==> src/rtl/cnt_ud_mod.sv <==
// Parametrised synchronous up/down modulus counter with parallel load, enable,
// wrap/saturate ends, combinational terminal count and registered rollover pulse.
module cnt_ud_mod #(
  parameter int WIDTH    = 3,
  parameter int MODULUS  = 8,
  parameter int SATURATE = 0
) (
  input  logic             clk,
  input  logic             res,
  input  logic             en,
  input  logic             M,
  input  logic             ld,
  input  logic [WIDTH-1:0] d,
  output logic [WIDTH-1:0] q,
  output logic [WIDTH-1:0] qb,
  output logic             tc,
  output logic             ovf
);

  localparam int               MAX_INT = MODULUS - 1;
  localparam logic [WIDTH-1:0] MAX_Q   = MAX_INT[WIDTH-1:0];
  localparam logic [WIDTH:0]   MOD_EXT = MODULUS[WIDTH:0];
  localparam logic [WIDTH-1:0] ONE     = WIDTH'(1);
  localparam logic [WIDTH-1:0] ZERO    = '0;
  localparam bit               SAT     = (SATURATE != 0);

  logic             at_top;
  logic             at_bot;
  logic             in_range;
  logic [WIDTH-1:0] load_val;
  logic [WIDTH-1:0] up_val;
  logic [WIDTH-1:0] down_val;
  logic [WIDTH-1:0] count_val;
  logic [WIDTH-1:0] q_next;
  logic [WIDTH-1:0] t_bits;
  logic             ovf_next;

  // Extra MSB on the range compares so MODULUS == 2**WIDTH still works.
  assign at_top   = (q == MAX_Q);
  assign at_bot   = (q == ZERO);
  assign in_range = ({1'b0, q} < MOD_EXT);

  assign tc = en & ((~M & at_top) | (M & at_bot));
  assign qb = ~q;

  assign load_val  = ({1'b0, d} >= MOD_EXT) ? MAX_Q : d;
  assign up_val    = at_top ? (SAT ? MAX_Q : ZERO) : (q + ONE);
  assign down_val  = at_bot ? (SAT ? ZERO : MAX_Q) : (q - ONE);
  assign count_val = in_range ? (M ? down_val : up_val) : ZERO;

  always_comb begin
    q_next   = q;
    ovf_next = 1'b0;
    if (ld) begin
      q_next = load_val;
    end else if (en) begin
      q_next   = count_val;
      ovf_next = tc;
    end
  end

  // Per-bit toggle enables, in the style of the T flip-flop library counters.
  assign t_bits = q ^ q_next;

  always_ff @(posedge clk) begin
    if (res) begin
      q   <= '0;
      ovf <= 1'b0;
    end else begin
      q   <= q ^ t_bits;
      ovf <= ovf_next;
    end
  end

endmodule

==> config.mk <==
export PLATFORM = sky130hd
export DESIGN_NAME = cnt_ud_mod
export DESIGN_NICKNAME = d
export VERILOG_FILES = /design/src/rtl/cnt_ud_mod.sv
export SDC_FILE = /design/constraint.sdc
export NUM_CORES = 1
export LEC_CHECK = 0
export ABC_AREA = 1
export BUFFER_PORTS_ARGS = -buffer_cell sky130_fd_sc_hd__buf_2
export CORE_AREA = 3 3 40 42
export CTS_CLUSTER_DIAMETER = 40
export CTS_CLUSTER_SIZE = 10
export DETAILED_ROUTE_END_ITERATION = 10
export DIE_AREA = 0 0 43 45
export HOLD_SLACK_MARGIN = 0.06
export SETUP_SLACK_MARGIN = 0.3
export SLEW_MARGIN = 25
export SYNTH_ARGS = -nofsm -noshare
export SYNTH_HDL_FRONTEND = slang
export SYNTH_SLANG_ARGS = --single-unit
==> constraint.sdc <==
create_clock -name clk -period 1.35 [get_ports clk]
set_input_delay 0.27 -clock clk [delete_from_list [all_inputs] [get_ports clk]]
set_output_delay 0.27 -clock clk [all_outputs]
set_load 0.02 [all_outputs]
# After elaboration in Yosys (flattened, before gate mapping)
# Index checks and enable logic that the tools add are counted.
dict set report word_totals {
  wordCells 21
  input_bits 8
  register_bits 4
  output_inout_bits 8
}
dict set report op_classes {
  mux 5
  reduce_logical 2
  eq_ne 1
  add_sub_neg 2
  bitwise_logic 9
}
# op n
set ops {}
lappend ops {{3-bit 2-to-1 mux} 5}
lappend ops {{3-bit bitwise XOR} 2}
lappend ops {{3-bit by 1-bit adder with 3-bit output (second input constant)} 1}
lappend ops {{1-bit bitwise AND} 3}
lappend ops {{3-bit == test (second input constant)} 1}
lappend ops {{3-bit zero test} 1}
lappend ops {{3-bit inverter} 1}
lappend ops {{3-bit OR reduction} 1}
lappend ops {{3-bit by 1-bit subtractor with 3-bit output (second input constant)} 1}
lappend ops {{1-bit inverter} 2}
lappend ops {{1-bit bitwise OR} 1}

# Logic depth before layout (Yosys ltp)
# Gate-level depths: netlist (run 1).
dict set report logic_depth {
  ltp_word 7
  depth_mapped 8
  ltp_nobuf 8
}

# Worst setup path after synthesis (run 1)
# OpenSTA, ideal clock, no wires.
dict set report synth_timing {
  path_type {register to output}
  startpoint {reg q[0]}
  endpoint {out tc}
  arrival_ns 1.321
  slack_ns -0.241
  path_buffers 0
  required_time_ns 1.080
  stages_incl_launch_ff 7
  cell_sequence {dfxtp_1 > inv_1 > ha_1 > a21oi_2 > inv_1 > nand2_1 > inv_1}
}
dict set report synth_between {
  elab_chain_cells 4
  word_cells_on_any_way 6
  classes_between {1 x eq/ne; 4 x bitwise; 1 x reduce/logical}
}
# item line
set synth_rtl {}
lappend synth_rtl {{start: declaration} 14} ;# output logic [WIDTH-1:0] q,
lappend synth_rtl {{start signal: assignment} 70} ;# q <= q ^ t_bits;
lappend synth_rtl {{3-bit == test or 3-bit zero test (tied branches)} {39, 40}}
lappend synth_rtl {{1-bit bitwise AND} 43} ;# assign tc = en & ((~M & at_top) | (M & at_bot));
lappend synth_rtl {{1-bit bitwise OR *} 43}
lappend synth_rtl {{1-bit bitwise AND *} 43}
lappend synth_rtl {{end: declaration} 16} ;# output logic tc,
# Every way passes the cells marked *; elsewhere a longest branch is shown, timed or not.

# Worst setup path in the final report (run 1)
# Ends and elaborated chain as after synthesis.

==> results of run 1 <==
## metal layers
layer / up-vias / track usage [%]
met4: 0 / 6.63
li1: 200 / -
met3: 2 / 4.78
met2: 13 / 16.2
met1: 169 / 10.4
met5: - / 0
## power by group through the flow
stage / Clock (mW) / Combinational (mW) / Sequential (mW)
after global placement: 0 / 0.137 / 0.145
after global routing: 0.177 / 0.226 / 0.145
after CTS: 0.167 / 0.180 / 0.143
final: 0.160 / 0.205 / 0.143
after floorplan: 0 / 0.0830 / 0.154
after detailed placement: 0 / 0.139 / 0.146
## area by class of cell
type,instances,area (µm²)
multi-input cells,31,255
fillers,128,647
clock buffers,4,26.3
well taps,15,18.8
inverters,10,45.0
flip-flops and latches,4,91.3
repair buffers,24,201
## cells in the mapped netlist, drive strengths merged
cell type / count / area, µm²
a21oi: 8 / 47.6
inv: 10 / 37.5
nand2: 8 / 32.5
nor2: 4 / 15.0
nand3: 1 / 5.00
nor3: 1 / 10.0
dfxtp: 4 / 80.1
o21ai: 5 / 25.0
ha: 4 / 50.1
## final timing paths
path,cells past startpoint,from,slack [ns],end
setup reg to reg,10,q[0]$_SDFF_PP0_,-0.11,ovf$_SDFF_PP0_
hold reg to reg,2,q[1]$_SDFF_PP0_,0.60,q[1]$_SDFF_PP0_
setup / recovery,7,q[0]$_SDFF_PP0_,-0.18,tc
hold / removal,2,res,0.21,ovf$_SDFF_PP0_
## cell families (layout without fill, tap and decap cells)
group	count (synthesis)	after routing	synth area share [%]
flip-flops	4	4	26.4
AO/OA/AOI/OAI	13	13	24.0
AND/OR/NAND/NOR	14	14	20.7
adder cells (fa/ha/maj)	4	4	16.5
buffers and inverters	10	38	12.4
## flip-flops by register name, indices dropped and copies added, names as in the netlist
| name | flops |
|---|---|
| q | 3 |
| ovf | 1 |
## stage by stage
| step | cell area, µm² | setup TNS (ns) | power, mW |
|---|---|---|---|
| 6_report | 638 | -0.285 | 0.509 |
| 5_1_grt | 638 | -0.420 | 0.548 |
| 4_1_cts | 582 | -0.354 | 0.490 |
| 3_5_place_dp | 458 | 0 | 0.284 |
| 3_3_place_gp | 458 | 0 | 0.283 |
| 2_1_floorplan | 357 | 0 | 0.237 |
## timing repair
| item | 4_1_cts | 5_1_grt |
|---|---|---|
| setup endpoints to repair | 11 | 11 |
| gates resized for setup | 17 | 11 |
| hold buffers | 0 | 0 |
| hold endpoints to repair | 0 | 0 |
| pin swaps | 9 | 7 |
| gates cloned | 0 | 0 |
| setup buffers | 6 | 2 |
==> results_dict.tcl, run 1 <==
set metrics [dict create \
    core.rowCount 13 \
    drive_gt1_share_pct 69.9 \
    clock.fmax_mhz 654 \
    path_delay_family "flip-flops" \
    setup_viol 2 \
    postSynthRegisterBits 4 \
    ys_seq_area_share_pct 26.4 \
    syn2layout_area_growth_pct 111 \
    grtUsageTotal_pct 10.0 \
    internal_power_mw 0.343 \
    cp-end-kind "output port" \
    start_util_pct 23.6 \
    wirelength_um 824 \
    p_leak_nw 0.302 \
    maxSlewViolCount 0 \
    drc 0 \
    final_common_cell "buf_6" \
    placed_cells 76 \
    clk_pin_slew_ns 0.04 \
    hold-worst-slack_ns 0.215 \
    nNetsFinal 86 \
    clock-sinks 4 \
    grt_pass1_wl_um 1430 \
    cap_violations 0 \
    antenna_found_initial 0 \
    met1_length_um 341 \
    synth_cells 45 \
    outcome "complete, but fails checks" \
    seq_power_share_pct 28.1 \
    root_buffer "clkbuf_4" \
    critPathMaxFanout 3 \
    ir_worst_vdd_uv 400 \
    cts_tree "yes" \
    slew_headroom_pct 84.5 \
    clk_latency_ns 0.23 \
    most-common-layout-cells "buf_6, buf_2, a21oi_1, nand2_1, buf_4" \
    dr.pass1.iters 4 \
    instances_no_fill 88 \
    die_h_um 45 \
    crit_required_ns 1.08 \
    vias 384 \
    finalWorstSetupSlack_ns -0.178 \
    cp_cell_sequence "ha_4 -> ha_4 -> nor2_2 -> nor2_1 -> nand2_2 -> inv_2 -> buf_6" \
    drt_iter0_drc 3 \
    ant_nets 0 \
    cts.htree.levels 1 \
    netlist_area_um2 303 \
    cts_made_buffers 3 \
    worst_pin_slew_ns 0.231 \
    violations "setup timing" \
    crit_arrival_ns 1.26 \
    min_path_type "input port to register" \
    pwr-share-comb_pct 40.3 \
    max_stage_delay_ns 0.36 \
    routed.top_layer "met4" \
    crit_slowest_cell "dfxtp_4" \
    num_antenna_cells 0 \
    synth_cell_types 13 \
    ys_warn_count 0 \
    die_w_um 43 \
    viasPerCell 4.36 \
    grt_pass1_vias 365 \
    switching_share_pct 32.6 \
    final_util_pct 49.7 \
    wl_met3_um 57 \
    critPathBufInv 2 \
    port_buffers 15 \
    cts.path.max_buffers 2 \
    wl_per_cell_um 9.36 \
    syn_area_per_cell_um2 6.73 \
    period_share_pct 113 \
    path_class "register to output port" \
    clock-skew-final_ns 0.000972 \
    fp.dieArea_um2 1940 \
    finalHoldViolCount 0 \
    rsz0062_at_grt "yes" \
    dp_worst_setup_slack_ns 0.0258 \
    dpl.hpwl_um 590 \
    power_density_nw_per_um2 797 \
    ioPinCount 16 \
    power.switching_mw 0.166 \
    grt_max_degree 7 \
    min_period_ns 1.53 \
    grt.overflow.total 0 \
    core_um2 1280 \
    clkPwrFrac_pct 31.5 \
    critPathLaunchType "register" \
    cpMostUsedCell "ha_4" \
    place_congestion 0.790 \
    syn-num-nets 57 \
    wl_met2_um 413 \
]
Note: power is estimated with default switching activity, not from simulation.
==> inputs of run 2 (changes only) <==
--- a/config.mk
+++ b/config.mk
@@ -7,11 +7,11 @@
 export LEC_CHECK = 0
 export ABC_AREA = 1
 export BUFFER_PORTS_ARGS = -buffer_cell sky130_fd_sc_hd__buf_2
-export CORE_AREA = 3 3 40 42
+export CORE_AREA = 8 8 45 47
 export CTS_CLUSTER_DIAMETER = 40
 export CTS_CLUSTER_SIZE = 10
 export DETAILED_ROUTE_END_ITERATION = 10
-export DIE_AREA = 0 0 43 45
+export DIE_AREA = 0 0 53 55
 export HOLD_SLACK_MARGIN = 0.06
 export SETUP_SLACK_MARGIN = 0.3
 export SLEW_MARGIN = 25
==> run 2 against run 1 <==
Net effect: the flow still finishes with violations (setup timing); total power grew 3.0%; clock power grew 7%; utilization shrank 4.3 points; clock skew grew 0.0062 ns; maximum frequency shrank 0.65%; global-route usage shrank 2.3 points; non-clock buffer count is the same; final area shrank 1.6%; worst hold slack lost 0.0095 ns; via count grew 0.52%; combinational power grew 3%; sequential share of layout area grew 0.23 points; critical endpoint unchanged; largest cell class unchanged.
==> results_dict.tcl, run 2 (synthesis results as in run 1) <==
set metrics [dict create \
    power_density_nw_per_um2 834 \
    rr_startpoint "q[1]$_SDFF_PP0_" \
    ioPinCount 16 \
    dp_worst_setup_slack_ns 0.000887 \
    hold_start "res" \
    maxSlewViolCount 0 \
    root_buffer "clkbuf_4" \
    cp-end-kind "output port" \
    fillers 145 \
    cpMostUsedCell "ha_4" \
    wl_per_cell_um 11.6 \
    wl_met3_um 45 \
    clk_latency_ns 0.25 \
    clock.fmax_mhz 650 \
    wirelength_um 1030 \
    final_common_cell "buf_6" \
    cts_made_buffers 3 \
    min_path_type "input port to register" \
    largest_reg_flops 3 \
    finalHoldViolCount 0 \
    dr.pass1.iters 4 \
    routed.top_layer "met3" \
    clkPwrFrac_pct 32.9 \
    fin_area_um2 628 \
    grt.overflow.total 0 \
    setup_viol 1 \
    outcome "complete, but fails checks" \
    viasPerCell 4.34 \
    die_h_um 55 \
    dpl.hpwl_um 728 \
    num_antenna_cells 0 \
    rsz0062_at_grt "yes" \
    r2r_slack_ns 0.15 \
    cp_cell_sequence "ha_4 -> ha_4 -> nor2_2 -> nor2_1 -> nand2_2 -> inv_2 -> buf_6" \
    drc 0 \
    path_delay_family "flip-flops" \
    violations "setup timing" \
    core.rowCount 14 \
    instances_no_fill 89 \
    hold_end "ovf$_SDFF_PP0_" \
    top_regs "q: 3 flops, ovf: 1 flops" \
    placed_cells 76 \
    p_leak_nw 0.303 \
    place_congestion 0.758 \
    port_buffers 15 \
    seq_power_share_pct 26.8 \
    cts.path.max_buffers 2 \
    grt_pass1_wl_um 1640 \
    cts_tree "yes" \
    antenna_found_initial 0 \
    most-common-layout-cells "buf_6, buf_2, nand2_1, buf_4, a21oi_1" \
    grtUsageTotal_pct 7.75 \
    critPathMaxFanout 3 \
    period_share_pct 114 \
    core_um2 1380 \
    clock-skew-final_ns 0.00714 \
    grt_max_degree 7 \
    dpl-instance-area_um2 452 \
    crit_arrival_ns 1.27 \
    cap_violations 0 \
    drive_gt1_share_pct 65.8 \
    power.switching_mw 0.178 \
    syn2layout_area_growth_pct 107 \
    min_period_ns 1.54 \
    max_stage_delay_ns 0.36 \
    crit_slowest_cell "dfxtp_4" \
    start_util_pct 21.9 \
    grt_pass1_vias 384 \
    total_power_mw 0.524 \
    met1_length_um 406 \
    internal_power_mw 0.346 \
    path_class "register to output port" \
    switching_share_pct 34.0 \
    whs_path_depth 2 \
    die_w_um 53 \
    clock-sinks 4 \
    ir_worst_vdd_uv 504 \
    nNetsFinal 86 \
    slew_headroom_pct 83.7 \
    regArea_um2 91.3 \
    ant_nets 0 \
    cts.htree.levels 1 \
    pwr-share-comb_pct 40.3 \
    wl_met2_um 582 \
    multi_input_area_um2 248 \
    worst-r2r-cell-count 6 \
    fp.dieArea_um2 2920 \
    worstReg2RegEnd "q[0]$_SDFF_PP0_" \
    finalWorstSetupSlack_ns -0.188 \
    critPathBufInv 2 \
    crit_required_ns 1.08 \
    vias 386 \
    largest_register "q" \
    clk_pin_slew_ns 0.04 \
    critPathLaunchType "register" \
    worst_pin_slew_ns 0.242 \
    drt_iter0_drc 10 \
]
## run 2: cell types whose count changed in the layout (fill, tap and decap cells not counted)
cell / previous run / this run
inv_1: 3 / 4
ha_4: 4 / 3
nand2_2: 3 / 2
buf_4: 5 / 6
nand2_1: 5 / 6
a21oi_2: 3 / 2
a21oi_4: 0 / 1
ha_1: 0 / 1
inv_2: 4 / 3
buf_6: 11 / 10
## run 2: power groups by stage
| stage | sequential [mW] | clock [mW] | combinational (mW) |
|---|---|---|---|
| global route | 0.141 | 0.185 | 0.231 |
| CTS | 0.141 | 0.178 | 0.193 |
| floorplan | 0.154 | 0 | 0.0830 |
| finish | 0.141 | 0.172 | 0.211 |
| detailed placement | 0.146 | 0 | 0.138 |
| global placement | 0.145 | 0 | 0.135 |
## run 2: worst reg2reg max path, delay by kind of cell, from the launching register on
family                   cells  cell delay, ns
AO/OA/AOI/OAI                2            0.23
flip-flops                   1            0.36
buffers and inverters        1            0.13
adder cells (fa/ha/maj)      2            0.33
AND/OR/NAND/NOR              1            0.09
## run 2: cell type report
type	instances	area share, %
flip-flops and latches	4	14.5
multi-input cells	31	39.4
well taps	16	3.19
clock buffers	4	4.18
inverters	10	7.17
repair buffers	24	31.5
## run 2: layer usage
metal | global-route usage, % | vias to the layer above
li1 | - | 199
met1 | 7.72 | 175
met2 | 13.7 | 12
met3 | 3.21 | 0
met4 | 3.88 | 0
met5 | 0 | -
## run 2: repair_timing
item                       CTS  global route
pin swaps                    6             6
setup endpoints to repair   11            11
resized for setup           20             4
buffers inserted             7             2
hold buffers                 0             0
## run 2: worst max-delay path by stage
stage	startpoint	endpoint	slack [ns]	cells past startpoint
after global routing	q[1]$_SDFF_PP0_	tc	-0.23	7
after detailed placement	q[0]$_SDFF_PP0_	tc	0.0009	7
after floorplan	q[0]$_SDFF_PP0_	tc	0.11	6
after global placement	q[0]$_SDFF_PP0_	tc	0.01	7
after CTS	q[0]$_SDFF_PP0_	tc	-0.22	7
final	q[1]$_SDFF_PP0_	tc	-0.19	7
## run 2: through the flow
| step | setup TNS [ns] | utilization (%) | hold slack [ns] |
|---|---|---|---|
| after global placement | 0 | 32.6 | 0.453 |
| after floorplan | 0 | - | 0.339 |
| final | -0.188 | 45.4 | 0.205 |
| after global routing | -0.231 | 45.4 | 0.198 |
| after CTS | -0.223 | 42.9 | 0.201 |
| after detailed placement | 0 | 32.6 | 0.457 |
==> inputs of run 3 (changes only) <==
--- a/config.mk
+++ b/config.mk
@@ -8,6 +8,7 @@
 export ABC_AREA = 1
 export BUFFER_PORTS_ARGS = -buffer_cell sky130_fd_sc_hd__buf_2
 export CORE_AREA = 8 8 45 47
+export CTS_BUF_LIST = sky130_fd_sc_hd__clkbuf_16
 export CTS_CLUSTER_DIAMETER = 40
 export CTS_CLUSTER_SIZE = 10
 export DETAILED_ROUTE_END_ITERATION = 10
==> run 3 against run 2 <==
Net effect: the flow still finishes with violations (setup timing); clock power grew to 2.8 times the previous value; maximum frequency grew 0.84%; sequential power is essentially flat; worst hold slack gained 0.015 ns; largest cell class unchanged; largest power group is now clock.
==> results_dict.tcl, run 3 (synthesis results as in run 1) <==
set metrics [dict create \
    grt_pass1_vias 396 \
    top_regs "q: 3 flops, ovf: 1 flops" \
    grt_use_met2_pct 13.7 \
    min_path_type "input port to register" \
    crit_required_ns 1.08 \
    start_util_pct 21.9 \
    crit_slowest_cell "dfxtp_4" \
    cp-end-kind "output port" \
    wirelength_um 1030 \
    cts_made_buffers 3 \
    clock.fmax_mhz 656 \
    clock-sinks 4 \
    final_common_cell "buf_6" \
    cap_violations 0 \
    outcome "complete, but fails checks" \
    dr.pass1.iters 3 \
    setup-tns-final_ns -0.175 \
    ir_worst_vdd_uv 667 \
    drive_gt1_share_pct 66.7 \
    cts.htree.levels 1 \
    crit_arrival_ns 1.26 \
    finalWorstSetupSlack_ns -0.175 \
    period_share_pct 113 \
    slew_headroom_pct 86.1 \
    clk_latency_ns 0.23 \
    busiest_layer "met2" \
    num_antenna_cells 0 \
    wl_per_cell_um 11.7 \
    max_stage_delay_ns 0.36 \
    final_util_pct 48.6 \
    use_met3_pct 4.28 \
    power_density_nw_per_um2 1220 \
    cts.path.max_buffers 2 \
    die_w_um 53 \
    place_congestion 0.758 \
    syn2layout_area_growth_pct 122 \
    nNetsFinal 85 \
    largest_reg_flops 3 \
    critPathLaunchType "register" \
    hold-worst-slack_ns 0.221 \
    grt.overflow.total 0 \
    vias 386 \
    cts_tree "yes" \
    clock-skew-final_ns 0.00240 \
    worst-r2r-cell-count 6 \
    cp_cell_sequence "ha_4 -> ha_4 -> nor2_2 -> nor2_1 -> nand2_2 -> inv_2 -> buf_6" \
    critPathMaxFanout 3 \
    ant_nets 0 \
    drt_iter0_drc 4 \
    port_buffers 15 \
    whs_path_depth 2 \
    p_leak_nw 0.325 \
    grt_pass1_wl_um 1700 \
    drc 0 \
    fillers 145 \
    use_met1_pct 7.56 \
    root_buffer "clkbuf_16" \
    grtUsageTotal_pct 8.62 \
    violations "setup timing" \
    finalHoldViolCount 0 \
    largest_register "q" \
    most-common-layout-cells "buf_6, buf_2, nand2_1, inv_1" \
    antenna_found_initial 0 \
    min_period_ns 1.53 \
    worst_pin_slew_ns 0.206 \
    clk_pin_slew_ns 0.03 \
    dpl.hpwl_um 728 \
    fp.dieArea_um2 2920 \
    maxSlewViolCount 0 \
    setup_viol 1 \
    die_h_um 55 \
    core.rowCount 14 \
    cpMostUsedCell "ha_4" \
    path_class "register to output port" \
    cts_hold_buf 0 \
    rsz0062_at_grt "yes" \
    ioPinCount 16 \
    viasPerCell 4.39 \
    grt_max_degree 7 \
    core_um2 1380 \
]
[run 3: changes by cell type in the layout (fill, tap and decap cells not counted), moves of 2 or more]
cell       before  now
buf_4           6    4
clkbuf_4        3    0
a21oi_2         2    4
clkbuf_16       0    3
[run 3: cell type report]
class,count,area [µm²],area share (%)
clock buffers,3,75.1,11.2
clock inverters,1,3.75,0.558
inverters,10,45.0,6.69
multi-input cells,31,244,36.2
flip-flops and latches,4,91.3,13.6
well taps,16,20.0,2.97
repair buffers,23,194,28.8
[run 3: worst paths after layout]
kind | from | slack (ns) | endpoint
setup / recovery | q[1]$_SDFF_PP0_ | -0.18 | tc
setup reg to reg | q[1]$_SDFF_PP0_ | 0.16 | q[0]$_SDFF_PP0_
hold reg to reg | q[1]$_SDFF_PP0_ | 0.69 | q[1]$_SDFF_PP0_
hold / removal | res | 0.22 | ovf$_SDFF_PP0_
[run 3: per-layer routing]
layer / part of all wire [%] / wire (µm) / up-vias
met5: 0 / 0 / -
met4: 4.2 / 43 / 0
met3: 5.8 / 60 / 5
met2: 55 / 565 / 13
met1: 35 / 363 / 172
li1: - / - / 196
[run 3: worst max-delay path: cells and delay by family (launching register included)]
| family | cells | cell delay (ns) |
|---|---|---|
| DFF | 1 | 0.36 |
| adders and majority gates | 2 | 0.33 |
| buffers and inverters | 2 | 0.16 |
| and+or+nand+nor | 3 | 0.19 |
[run 3: what timing repair did]
action	4_1_cts	5_1_grt
pin swaps	4	6
buffers inserted	7	1
resized for setup	20	6
setup endpoints to repair	11	11
[run 3: power by group]
part           total [mW]  switching [mW]  internal, mW  leakage (nW)
Combinational       0.207           0.101         0.105         0.248
Clock               0.476          0.0929         0.383        0.0423
Sequential          0.142          0.0144         0.127        0.0348
[run 3: per-stage QoR]
stage	instances	power [mW]	cell area (µm²)	setup slack [ns]
2_1_floorplan	45	0.237	357	0.110
3_3_place_gp	76	0.280	452	0.0132
3_5_place_dp	76	0.284	452	0.000887
4_1_cts	87	0.820	647	-0.190
5_1_grt	88	0.866	673	-0.205
6_report	88	0.824	673	-0.175
